===== src/rtl/uart_tx4_if.sv =====
// uart_tx4_if: control, payload and serial-status signals of the four-byte UART transmitter
interface uart_tx4_if;
  logic       sample_clk;
  logic       start;
  logic [1:0] nbytes;
  logic [7:0] t1, t2, t3, t4;
  logic       parity_en;
  logic       parity_kind;
  logic       txd;
  logic       busy;
  logic       done;
  logic [1:0] byte_idx;
  modport master (
    output sample_clk, start, nbytes, t1, t2, t3, t4, parity_en, parity_kind,
    input  txd, busy, done, byte_idx
  );
  modport slave (
    input  sample_clk, start, nbytes, t1, t2, t3, t4, parity_en, parity_kind,
    output txd, busy, done, byte_idx
  );
endinterface


===== src/rtl/uart_tx4.sv =====
// uart_tx4: serialises a burst of up to four bytes as LSB-first UART frames with optional parity
module uart_tx4 #(
  parameter int TICKS_PER_BIT = 8,
  parameter int GAP_BITS      = 1
) (
  input logic      clk,
  input logic      rst_n,
  uart_tx4_if.slave bus
);
  typedef enum logic [2:0] {IDLE, START, DATA, PARITY, STOP, GAP} state_t;
  state_t          state_q;
  logic [3:0]      tick_q;
  logic [2:0]      bit_q;
  logic [1:0]      gap_q;
  logic [3:0][7:0] data_q;
  logic [1:0]      nbytes_q;
  logic            par_en_q, par_kind_q;
  logic            txd_q, busy_q, done_q;
  logic [1:0]      idx_q;
  logic [7:0]      cur;
  logic            bit_end;
  assign cur          = data_q[idx_q];
  assign bit_end      = bus.sample_clk && (tick_q == 4'(TICKS_PER_BIT - 1));
  assign bus.txd      = txd_q;
  assign bus.busy     = busy_q;
  assign bus.done     = done_q;
  assign bus.byte_idx = idx_q;
  // Frame sequencer: accepts a burst in IDLE, then advances one bit per TICKS_PER_BIT sample pulses
  always_ff @(posedge clk) begin
    if (!rst_n) begin
      state_q    <= IDLE;
      tick_q     <= '0;
      bit_q      <= '0;
      gap_q      <= '0;
      data_q     <= '0;
      nbytes_q   <= '0;
      par_en_q   <= 1'b0;
      par_kind_q <= 1'b0;
      txd_q      <= 1'b1;
      busy_q     <= 1'b0;
      done_q     <= 1'b0;
      idx_q      <= '0;
    end else begin
      done_q <= 1'b0;
      if (state_q == IDLE) begin
        if (bus.start) begin
          data_q     <= {bus.t4, bus.t3, bus.t2, bus.t1};
          nbytes_q   <= bus.nbytes;
          par_en_q   <= bus.parity_en;
          par_kind_q <= bus.parity_kind;
          busy_q     <= 1'b1;
          idx_q      <= '0;
          txd_q      <= 1'b0;
          tick_q     <= '0;
          state_q    <= START;
        end
      end else if (bit_end) begin
        tick_q <= '0;
        case (state_q)
          START: begin
            bit_q   <= '0;
            txd_q   <= cur[0];
            state_q <= DATA;
          end
          DATA: begin
            if (bit_q == 3'd7) begin
              txd_q   <= par_en_q ? (^cur ^ par_kind_q) : 1'b1;
              state_q <= par_en_q ? PARITY : STOP;
            end else begin
              bit_q <= bit_q + 3'd1;
              txd_q <= cur[bit_q + 3'd1];
            end
          end
          PARITY: begin
            txd_q   <= 1'b1;
            state_q <= STOP;
          end
          STOP: begin
            if (idx_q == nbytes_q) begin
              busy_q  <= 1'b0;
              done_q  <= 1'b1;
              state_q <= IDLE;
            end else begin
              idx_q   <= idx_q + 2'd1;
              gap_q   <= '0;
              txd_q   <= (GAP_BITS == 0) ? 1'b0 : 1'b1;
              state_q <= (GAP_BITS == 0) ? START : GAP;
            end
          end
          GAP: begin
            if (gap_q == 2'(GAP_BITS - 1)) begin
              txd_q   <= 1'b0;
              state_q <= START;
            end else begin
              gap_q <= gap_q + 2'd1;
            end
          end
          default: state_q <= IDLE;
        endcase
      end else if (bus.sample_clk) begin
        tick_q <= tick_q + 4'd1;
      end
    end
  end
endmodule


===== src/flat_wrapper.sv =====
// flat-port wrapper written by rule: the top's interface ports become plain ports
module uart_tx4_flat 
#(
  parameter int TICKS_PER_BIT = 8,
  parameter int GAP_BITS      = 1
)
  (clk, rst_n, bus_sample_clk, bus_start, bus_nbytes, bus_t1, bus_t2, bus_t3, bus_t4, bus_parity_en, bus_parity_kind, bus_txd, bus_busy, bus_done, bus_byte_idx);
  uart_tx4_if bus_i ();
  input logic clk;
  input logic rst_n;
  input wire logic [$bits(bus_i.sample_clk)-1:0] bus_sample_clk;
  input wire logic [$bits(bus_i.start)-1:0] bus_start;
  input wire logic [$bits(bus_i.nbytes)-1:0] bus_nbytes;
  input wire logic [$bits(bus_i.t1)-1:0] bus_t1;
  input wire logic [$bits(bus_i.t2)-1:0] bus_t2;
  input wire logic [$bits(bus_i.t3)-1:0] bus_t3;
  input wire logic [$bits(bus_i.t4)-1:0] bus_t4;
  input wire logic [$bits(bus_i.parity_en)-1:0] bus_parity_en;
  input wire logic [$bits(bus_i.parity_kind)-1:0] bus_parity_kind;
  output wire logic [$bits(bus_i.txd)-1:0] bus_txd;
  output wire logic [$bits(bus_i.busy)-1:0] bus_busy;
  output wire logic [$bits(bus_i.done)-1:0] bus_done;
  output wire logic [$bits(bus_i.byte_idx)-1:0] bus_byte_idx;
  assign bus_i.sample_clk = bus_sample_clk;
  assign bus_i.start = bus_start;
  assign bus_i.nbytes = bus_nbytes;
  assign bus_i.t1 = bus_t1;
  assign bus_i.t2 = bus_t2;
  assign bus_i.t3 = bus_t3;
  assign bus_i.t4 = bus_t4;
  assign bus_i.parity_en = bus_parity_en;
  assign bus_i.parity_kind = bus_parity_kind;
  assign bus_txd = bus_i.txd;
  assign bus_busy = bus_i.busy;
  assign bus_done = bus_i.done;
  assign bus_byte_idx = bus_i.byte_idx;
  uart_tx4 #(.TICKS_PER_BIT(TICKS_PER_BIT), .GAP_BITS(GAP_BITS)) u_core (.clk(clk), .rst_n(rst_n), .bus(bus_i));
endmodule

===== config.mk =====
export PLATFORM = sky130hd
export DESIGN_NAME = uart_tx4_flat
export DESIGN_NICKNAME = d
export VERILOG_FILES = /design/src/rtl/uart_tx4_if.sv /design/src/rtl/uart_tx4.sv /design/src/flat_wrapper.sv
export SDC_FILE = /design/constraint.sdc
export NUM_CORES = 1
export LEC_CHECK = 0
export ABC_AREA = 1
export BUFFER_PORTS_ARGS = -buffer_cell sky130_fd_sc_hd__buf_2
export CORE_UTILIZATION = 50
export CTS_CLUSTER_DIAMETER = 150
export DETAILED_ROUTE_END_ITERATION = 10
export PLACE_DENSITY = 0.72
export SETUP_SLACK_MARGIN = 0.5
export SKIP_CTS_REPAIR_TIMING = 1
export SYNTH_ARGS = -nofsm -noshare
export SYNTH_HDL_FRONTEND = slang
export SYNTH_SLANG_ARGS = --single-unit
export TNS_END_PERCENT = 100

===== constraint.sdc =====
create_clock -name clk -period 2.3 [get_ports clk]
set_clock_uncertainty 0.1 [all_clocks]
set_input_delay 0.46 -clock clk [delete_from_list [all_inputs] [get_ports clk]]
set_output_delay 0.46 -clock clk [all_outputs]
set_load 0.01 [all_outputs]

==> results of run 1 <==
-- worst max-delay path, stage by stage, from the launching register on --
cell and delay (ps):
sky130_fd_sc_hd__dfxtp_2 420, sky130_fd_sc_hd__inv_2 90, sky130_fd_sc_hd__nor2_1 300, sky130_fd_sc_hd__inv_1 150, sky130_fd_sc_hd__nor2_2 190, sky130_fd_sc_hd__a21oi_2 110, sky130_fd_sc_hd__nand2_2 100, sky130_fd_sc_hd__inv_2 50
sky130_fd_sc_hd__o21ai_0 140, sky130_fd_sc_hd__a31oi_1 50
-- final cells by class --
class	count	share of cell area
inverters	35	0.0449
flip-flops and latches	53	0.327
clock inverters	2	0.00495
repair buffers	55	0.102
clock buffers	5	0.0209
multi-input cells	317	0.471
well taps	70	0.0267
repair inverters	1	0.00228
-- cell usage in the layout, fill, tap and decap left out, types with 2 or more instances in the layout --
master	instances
sky130_fd_sc_hd__ha_1	4
sky130_fd_sc_hd__o211ai_1	4
sky130_fd_sc_hd__buf_4	8
sky130_fd_sc_hd__inv_2	10
sky130_fd_sc_hd__dfxtp_1	46
sky130_fd_sc_hd__inv_1	21
sky130_fd_sc_hd__inv_4	2
sky130_fd_sc_hd__nand2_1	169
sky130_fd_sc_hd__clkinvlp_4	3
sky130_fd_sc_hd__dfxtp_2	5
sky130_fd_sc_hd__dfxtp_4	2
sky130_fd_sc_hd__nor2_4	2
sky130_fd_sc_hd__o21ai_0	13
sky130_fd_sc_hd__a211oi_1	4
sky130_fd_sc_hd__nor2_1	10
sky130_fd_sc_hd__nand3_1	28
sky130_fd_sc_hd__nand3b_1	3
sky130_fd_sc_hd__clkbuf_8	5
sky130_fd_sc_hd__a21oi_2	2
sky130_fd_sc_hd__a21oi_1	50
sky130_fd_sc_hd__nand2_2	13
sky130_fd_sc_hd__buf_2	44
-- metal layers --
| metal | wire, um | part of all wire |
|---|---|---|
| met1 | 3390 | 0.49 |
| met2 | 3060 | 0.45 |
| met3 | 350 | 0.051 |
| met4 | 56 | 0.0082 |
| met5 | 0 | 0 |
-- flip-flops by register name (all words and copies together) (netlist names) --
register	flops
u_core.data_q	32
u_core.tick_q	4
u_core.bit_q	3
u_core.state_q	3
u_core.bus.byte_idx	2
u_core.gap_q	2
u_core.nbytes_q	2
u_core.bus.busy	1
u_core.bus.done	1
u_core.bus.txd	1
u_core.par_en_q	1
u_core.par_kind_q	1
-- worst max-delay path by stage --
stage | startpoint | end | slack, ps | depth (start not counted)
finish | u_core.state_q[2] | u_core.state_q[0] | 480 | 9
CTS | u_core.bus.byte_idx[0] | u_core.bus.txd | 420 | 16
floorplan | u_core.bus.byte_idx[0] | u_core.bus.txd | 570 | 19
global placement | u_core.bus.byte_idx[0] | u_core.bus.txd | 480 | 16
detailed placement | u_core.bus.byte_idx[0] | u_core.bus.txd | 440 | 16
global route | u_core.bus.byte_idx[0] | u_core.bus.txd | 310 | 16
-- kinds of logic after synthesis --
group | synth area share
simple gates | 0.347
compound gates | 0.158
xor+xnor | 0.00636
fa+ha+maj | 0.0182
buf+inv | 0.0863
flops | 0.385
-- power breakdown --
part           switching (mW)  leakage (nW)  total [mW]  internal [mW]
registers               0.151         0.437        1.25           1.10
logic                   0.947         0.967        1.48          0.533
clock network           0.316        0.0402       0.527          0.211
total                    1.41          1.44        3.26           1.84
==> flow_summary.toml, run 1 <==
[run_status]
outcome = "completed"

[grt]
grt_usage = 0.237
top_usage_layer = "met2"
grt_util_met2 = 0.366
grt_start_max_net_pins = 41
number_of_antenna_violations_at_the_first_check_in_global_routing = 0
grtUsageMet3 = 0.0527
globalRoute.totalOverflow = 0
grt_pass1_wl_um = 11100
met1_global_route_usage = 0.335
via_count_of_the_first_global_routing_pass = 2466

[floorplanning]
ios = 45
floorplan.initialDensity = 0.529
overall_die_area_um2 = 5810
fp.dieW_um = 76.2
core_area_um2 = 5200
fp-row-count = 26
die_h_um = 76.2

[cts]
ctsLongestPathBuffers = 2
clkSinkCount = 53
clk_transition_reported_paths_ps = 100
cts_tree = "yes"
clk-insertion-delay-late_ps = 310
cts-root-buf = "sky130_fd_sc_hd__clkbuf_8"
maximum_level_of_the_cts_h_tree = 2
tritoncts.num_buffers = 5

[sta]
setup-violations-final = 0
max_slew_margin = 0.645
max_slew.worst_pin.slew_ps = 532
worst_hold_margin_ps = 278
layout_min_cycle_time_ps = 1820
final_min_period_over_clock_period = 0.789
rsz0062_at_grt = "true"
slew_violations = 0
report.final.hold_viol_count = 0
timing.final.ws_setup_ps = 485
fin_tns_setup_ps = 0
fmax_mhz = 551

[cells_and_area]
n_antenna_cell = 0
fin_util = 0.631
area.growth.synth_to_final_pct = 19.3
final_nets = 512
fillers = 508
finish.cell_count_without_fillers = 538
final_layout_size_suffix_gt1_frac = 0.233
sequential_cell_area_um2 = 1070
finished_layout_cell_area_um2 = 3290
multi_input_area_um2 = 1550

[yosys]
synth_sequential_area_ratio = 0.385
portion_of_synthesized_cell_area_occupied_by_the_leading_cell_type = 0.385
synthesis.instances = 423
leading_post_synthesis_cells_by_cell_area = "sky130_fd_sc_hd__dfxtp_1 39%, sky130_fd_sc_hd__nand2_1 24%, sky130_fd_sc_hd__a21oi_1 9.3%"
synthesis.yosys.warnings = 0
syn-num-nets = 467
post-synth-top-count-cell = "sky130_fd_sc_hd__nand2_1"
syn-cell-area_um2 = 2760
synth_commonest_cells = "173 x sky130_fd_sc_hd__nand2_1, 53 x sky130_fd_sc_hd__dfxtp_1, 51 x sky130_fd_sc_hd__a21oi_1"
post_synth.cell_area_avg_um2 = 6.51
synth.largest_area_cell = "sky130_fd_sc_hd__dfxtp_1"
synth_cell_types = 28
synth_seq_cells = 53
ys_async_sr_fraction = 0
synth_top_flop_cell = "sky130_fd_sc_hd__dfxtp_1"
synth-edff-count = 0

[critical_path]
endpoint_kind = "flip-flop"
worst_path_arrival_ps = 1920
timing.reg2reg.worst_path_depth = 9
ws_path_type = "reg2reg"
critical_path.reg2reg.startpoint = "u_core.state_q[2]"
critPathMaxFanout = 5
critical_path.startpoint_type = "flip-flop"
required_ps = 2400
r2r_end = "u_core.state_q[0]"
reg2reg_setup_slack_ps = 480

[drt]
postRouteAntennaNets = 0
wire_per_inst_um = 12.7
dr_total_vias = 2796
dr.pass1.iters = 5
drcViolationCount = 0
drt_total_wl_um = 6860
drt-initial-drc-count = 242
detailed_route_vias_per_instance = 5.20

[placed_design]
placedCellCount = 525
port_bufs = 44
dpl_cell_area_um2 = 3000
dpl.hpwl_um = 4730
placement.setup.worst_slack_ps = 439
place.gp.congestion = 0.944

[min_path]
min_delay_worst_endpoint = "u_core.nbytes_q[1]"
hold_path_class = "in2reg"
hold_path_startpoint = "bus_nbytes[1]"
whs_path_depth = 3

[power_and_ir_drop]
ir_worst_vdd_mv = 0.676
power.density_cell_area_nw_per_um2 = 991
post-layout-total-power_mw = 3.26
p_leak_nw = 1.44

[run]
timing.max_cap.violations = 0
Note: power is estimated with default switching activity, not from simulation.
==> run 2, diff against run 1 <==
--- a/config.mk
+++ b/config.mk
@@ -10,7 +10,7 @@
 export CORE_UTILIZATION = 50
 export CTS_CLUSTER_DIAMETER = 150
 export DETAILED_ROUTE_END_ITERATION = 10
-export PLACE_DENSITY = 0.72
+export PLACE_DENSITY = 0.75
 export SETUP_SLACK_MARGIN = 0.5
 export SKIP_CTS_REPAIR_TIMING = 1
 export SYNTH_ARGS = -nofsm -noshare
==> constraint.sdc (replaced) <==
create_clock -name clk -period 1.5 [get_ports clk]
set_clock_uncertainty 0.1 [all_clocks]
set_input_delay 0.3 -clock clk [delete_from_list [all_inputs] [get_ports clk]]
set_output_delay 0.3 -clock clk [all_outputs]
set_load 0.01 [all_outputs]
==> flow_summary.toml, run 2 (same netlist as run 1, synthesis figures left out) <==
[grt]
grt_pass1_wl_um = 12000
grt_usage = 0.253
globalRoute.totalOverflow = 0
via_count_of_the_first_global_routing_pass = 2668
grt_start_max_net_pins = 33
number_of_antenna_violations_at_the_first_check_in_global_routing = 0

[floorplanning]
fp.dieW_um = 76.2
ios = 45
overall_die_area_um2 = 5810
die_h_um = 76.2
fp-row-count = 26
core_area_um2 = 5200
floorplan.initialDensity = 0.529

[cts]
maximum_level_of_the_cts_h_tree = 2
cts-root-buf = "sky130_fd_sc_hd__clkbuf_8"
clkSinkCount = 53
ctsLongestPathBuffers = 2
clk_transition_reported_paths_ps = 120
tritoncts.num_buffers = 5
clk-insertion-delay-late_ps = 330
cts_tree = "yes"

[sta]
rsz0062_at_grt = "true"
worst_hold_margin_ps = 94.6
max_slew_margin = 0.680
setup-violations-final = 15
max_slew.worst_pin.slew_ps = 479
timing.final.ws_setup_ps = -356
final_min_period_over_clock_period = 1.24
fmax_mhz = 539
report.final.hold_viol_count = 0
layout_min_cycle_time_ps = 1860
slew_violations = 0

[critical_path]
cp_common_cell = "sky130_fd_sc_hd__nand2_1"
critPathMaxFanout = 14
crit_path_cell_trace = "buf_12, nand2_1, nand3_1, nand2_2, inv_2, nand2_1, nand2_2, nand2_1, nand2_1, nand2_1, nand2_1, nand2_1, nand3_1, nand2_1, nand2_1, nand2_1, nand2_1"
cp_top_family = "simple AND/OR/NAND/NOR gates"
endpoint_kind = "flip-flop"
critical_path.slowest_cell = "sky130_fd_sc_hd__dfxtp_4"
worstPathBufferInverterCount = 2
worst_path_arrival_ps = 1980
required_ps = 1620
critical_path.startpoint_type = "flip-flop"
ws_path_type = "reg2reg"
critical-path-max-stage-delay_ps = 400

[cells_and_area]
finished_layout_cell_area_um2 = 4030
final_nets = 548
largest_register_ffs = 32
finish.cell_count_without_fillers = 575
reg.largest.list = "u_core.data_q x32, u_core.tick_q x4"
most_frequent_cells_in_the_layout = "140 x sky130_fd_sc_hd__nand2_1, 45 x sky130_fd_sc_hd__dfxtp_1, 42 x sky130_fd_sc_hd__buf_2, 28 x sky130_fd_sc_hd__buf_4"
final_layout_size_suffix_gt1_frac = 0.412
area.growth.synth_to_final_pct = 46.2
largest-register = "u_core.data_q"
n_antenna_cell = 0
mostFrequentLayoutCell = "sky130_fd_sc_hd__nand2_1"

[drt]
postRouteAntennaNets = 0
drcViolationCount = 0
dr_total_vias = 3308
wire_per_inst_um = 16.6
dr.pass1.iters = 5
drt_total_wl_um = 9540
detailed_route_vias_per_instance = 5.75
drt-initial-drc-count = 347

[min_path]
hold_path_class = "in2reg"

[placed_design]
port_bufs = 44
dpl.hpwl_um = 5170
place.gp.congestion = 0.892
dpl_cell_area_um2 = 3330
placedCellCount = 552

[run_status]
violations_in_the_final_reports = "setup timing"
outcome = "finished with violations"

[power_and_ir_drop]
ir_worst_vdd_mv = 0.928
p_leak_nw = 1.81
power.density_cell_area_nw_per_um2 = 1600
post-layout-total-power_mw = 6.46

[run]
timing.max_cap.violations = 0
-- run 2: changes by cell type in the layout (fill, tap and decap cells not counted), moves of 12 or more --
cell / change
sky130_fd_sc_hd__nand2_1: -29
sky130_fd_sc_hd__a21oi_1: -23
sky130_fd_sc_hd__a21oi_2: +21
sky130_fd_sc_hd__buf_4: +20
sky130_fd_sc_hd__nand2_4: +16
sky130_fd_sc_hd__nand2_2: +12
-- run 2: power breakdown --
| group | internal (mW) | switching, mW |
|---|---|---|
| clock | 0.339 | 0.542 |
| combinational | 1.56 | 2.07 |
| sequential | 1.69 | 0.265 |
| total | 3.58 | 2.88 |
-- run 2: final cells by class --
class	instances	area, um2
multi-input combinational	317	1840
sequential	53	1070
tap	70	87.6
timing repair buffer	92	783
inverter	35	149
clock inverter	3	25.0
clock buffer	5	68.8
fill	363	1180
-- run 2: final timing paths --
check	from	end	slack (ps)	cells after the start
setup / recovery	u_core.bus.byte_idx[0]	u_core.bus.txd	-360	17
hold / removal	bus_t1[7]	u_core.data_q[7]	90	3
setup reg to reg	u_core.bus.byte_idx[0]	u_core.bus.txd	-360	17
hold reg to reg	u_core.data_q[6]	u_core.data_q[6]	380	2
-- run 2: per-stage QoR --
step | setup TNS [ps] | worst slack, ps | utilization
global route | -3470 | -520 | 0.774
CTS | -1010 | -251 | 0.657
finish | -1480 | -356 | 0.774
detailed placement | -644 | -221 | 0.639
global placement | -272 | -150 | 0.639
floorplan | -207 | -182 | -
-- run 2: worst register-to-register path: cells and delay by family (launching register included) --
| family | cells | cell delay [ps] |
|---|---|---|
| flops | 1 | 400 |
| simple gates | 15 | 1040 |
| buf+inv | 2 | 190 |
-- run 2: layer usage --
metal / track usage / vias up / share of wire / wire length [um]
met4: 0.0827 / 0 / 0.050 / 480
met5: 0 / - / 0 / 0
li1: - / 1526 / - / -
met2: 0.401 / 219 / 0.49 / 4630
met3: 0.0503 / 55 / 0.079 / 751
met1: 0.344 / 1508 / 0.38 / 3670
==> run 3, diff against run 2 <==
--- a/config.mk
+++ b/config.mk
@@ -7,10 +7,11 @@
 export LEC_CHECK = 0
 export ABC_AREA = 1
 export BUFFER_PORTS_ARGS = -buffer_cell sky130_fd_sc_hd__buf_2
+export CAP_MARGIN = 20
 export CORE_UTILIZATION = 50
 export CTS_CLUSTER_DIAMETER = 150
 export DETAILED_ROUTE_END_ITERATION = 10
-export PLACE_DENSITY = 0.75
+export PLACE_DENSITY = 0.72
 export SETUP_SLACK_MARGIN = 0.5
 export SKIP_CTS_REPAIR_TIMING = 1
 export SYNTH_ARGS = -nofsm -noshare
==> constraint.sdc (replaced) <==
create_clock -name clk -period 2.05 [get_ports clk]
set_clock_uncertainty 0.1 [all_clocks]
set_input_delay 0.41 -clock clk [delete_from_list [all_inputs] [get_ports clk]]
set_output_delay 0.41 -clock clk [all_outputs]
set_load 0.01 [all_outputs]
==> flow_summary.toml, run 3 (same netlist as run 1, synthesis figures left out) <==
[run_status]
outcome = "completed"

[placed_design]
placedCellCount = 526
placement.setup.worst_slack_ps = 183
dpl_cell_area_um2 = 3030
place.gp.congestion = 0.936
dpl.hpwl_um = 4760
port_bufs = 44

[cells_and_area]
area.growth.synth_to_final_pct = 32.2
reg.largest.list = "u_core.data_q x32, u_core.tick_q x4"
most_frequent_cells_in_the_layout = "149 x sky130_fd_sc_hd__nand2_1, 48 x sky130_fd_sc_hd__a21oi_1, 45 x sky130_fd_sc_hd__dfxtp_1, 44 x sky130_fd_sc_hd__buf_2, 28 x sky130_fd_sc_hd__nand2_2"
mostFrequentLayoutCell = "sky130_fd_sc_hd__nand2_1"
largest-register = "u_core.data_q"
finish.cell_count_without_fillers = 550
finished_layout_cell_area_um2 = 3640
final_layout_size_suffix_gt1_frac = 0.325
n_antenna_cell = 0
fillers = 423
final_nets = 524
fin_util = 0.700
largest_register_ffs = 32

[critical_path]
crit_path_cell_trace = "clkbuf_16, nand2_1, nand3_1, nand2_4, inv_2, nand2_1, nand2_1, nand2_1, nand2_1, nand2_2, nand2_1, nand2_1, nand3_1, nand2_1, nand2_1, nand2_1, nand2_1"
cp_common_cell = "sky130_fd_sc_hd__nand2_1"
endpoint_kind = "flip-flop"
cp_top_family = "simple AND/OR/NAND/NOR gates"
critical_path.startpoint_type = "flip-flop"
critical-path-max-stage-delay_ps = 410
critPathMaxFanout = 5
worstPathBufferInverterCount = 2
ws_path_type = "reg2reg"
critical_path.slowest_cell = "sky130_fd_sc_hd__dfxtp_4"
required_ps = 2160
worst_path_arrival_ps = 1960

[run]
timing.max_cap.violations = 0

[drt]
detailed_route_vias_per_instance = 5.43
wire_per_inst_um = 14.1
dr.pass1.iters = 4
drt_total_wl_um = 7770
drcViolationCount = 0
dr_total_vias = 2988
drt-initial-drc-count = 198
postRouteAntennaNets = 0

[power_and_ir_drop]
power.density_cell_area_nw_per_um2 = 1150
p_leak_nw = 1.58
ir_worst_vdd_mv = 0.710
post-layout-total-power_mw = 4.17

[cts]
clk-insertion-delay-late_ps = 310
clk_transition_reported_paths_ps = 100
clkSinkCount = 53
cts-root-buf = "sky130_fd_sc_hd__clkbuf_8"
maximum_level_of_the_cts_h_tree = 2
cts_tree = "yes"
ctsLongestPathBuffers = 2
tritoncts.num_buffers = 5

[sta]
final_min_period_over_clock_period = 0.901
max_slew_margin = 0.788
worst_hold_margin_ps = 230
timing.final.ws_setup_ps = 203
layout_min_cycle_time_ps = 1850
rsz0062_at_grt = "true"
report.final.hold_viol_count = 0
fmax_mhz = 541
fin_tns_setup_ps = 0
max_slew.worst_pin.slew_ps = 318
setup-violations-final = 0
slew_violations = 0

[min_path]
hold_path_class = "in2reg"

[floorplanning]
fp-row-count = 26
fp.dieW_um = 76.2
core_area_um2 = 5200
floorplan.initialDensity = 0.529
ios = 45
die_h_um = 76.2
overall_die_area_um2 = 5810

[grt]
via_count_of_the_first_global_routing_pass = 2416
grt_usage = 0.236
number_of_antenna_violations_at_the_first_check_in_global_routing = 0
globalRoute.totalOverflow = 0
grt_pass1_wl_um = 11100
grt_start_max_net_pins = 33
-- run 3: changes by cell type in the layout (fill, tap and decap cells not counted), sizes merged --
cell      before  now
clkinvlp       1    3
buf           88   64
clkbuf         9    8
inv           36   34
-- run 3: final timing paths --
check                          from                end  slack [ps]  cells past startpoint
max          u_core.bus.byte_idx[0]     u_core.bus.txd         200                     17
min                       bus_t4[1]  u_core.data_q[25]         230                      3
max reg2reg  u_core.bus.byte_idx[0]     u_core.bus.txd         200                     17
min reg2reg       u_core.data_q[21]  u_core.data_q[21]         370                      2
-- run 3: metal layers --
| layer | GRT usage | vias up | part of all wire |
|---|---|---|---|
| met5 | 0 | - | 0 |
| met1 | 0.325 | 1391 | 0.44 |
| li1 | - | 1483 | - |
| met4 | 0.0654 | 0 | 0.015 |
| met2 | 0.375 | 94 | 0.48 |
| met3 | 0.0443 | 20 | 0.057 |
-- run 3: power breakdown --
group	internal, mW	switching, mW	total [mW]
Sequential	1.24	0.207	1.44
Clock	0.236	0.357	0.593
Combinational	0.871	1.27	2.14
-- run 3: cell type report --
cell class              instances  area, um2  area share
multi-input cells             317       1720       0.472
flip-flops and latches         53       1080       0.296
repair buffers                 67        518       0.142
inverters                      35        148      0.0405
well taps                      70       87.6      0.0240
clock buffers                   5       68.8      0.0189
clock inverters                 2       16.3     0.00446
repair inverters                1       7.51     0.00206
-- run 3: worst register-to-register path, delay by kind of cell, from the launching register on --
family / cells / cell delay [ps]
simple gates: 15 / 1020
buf+inv: 2 / 210
flops: 1 / 410
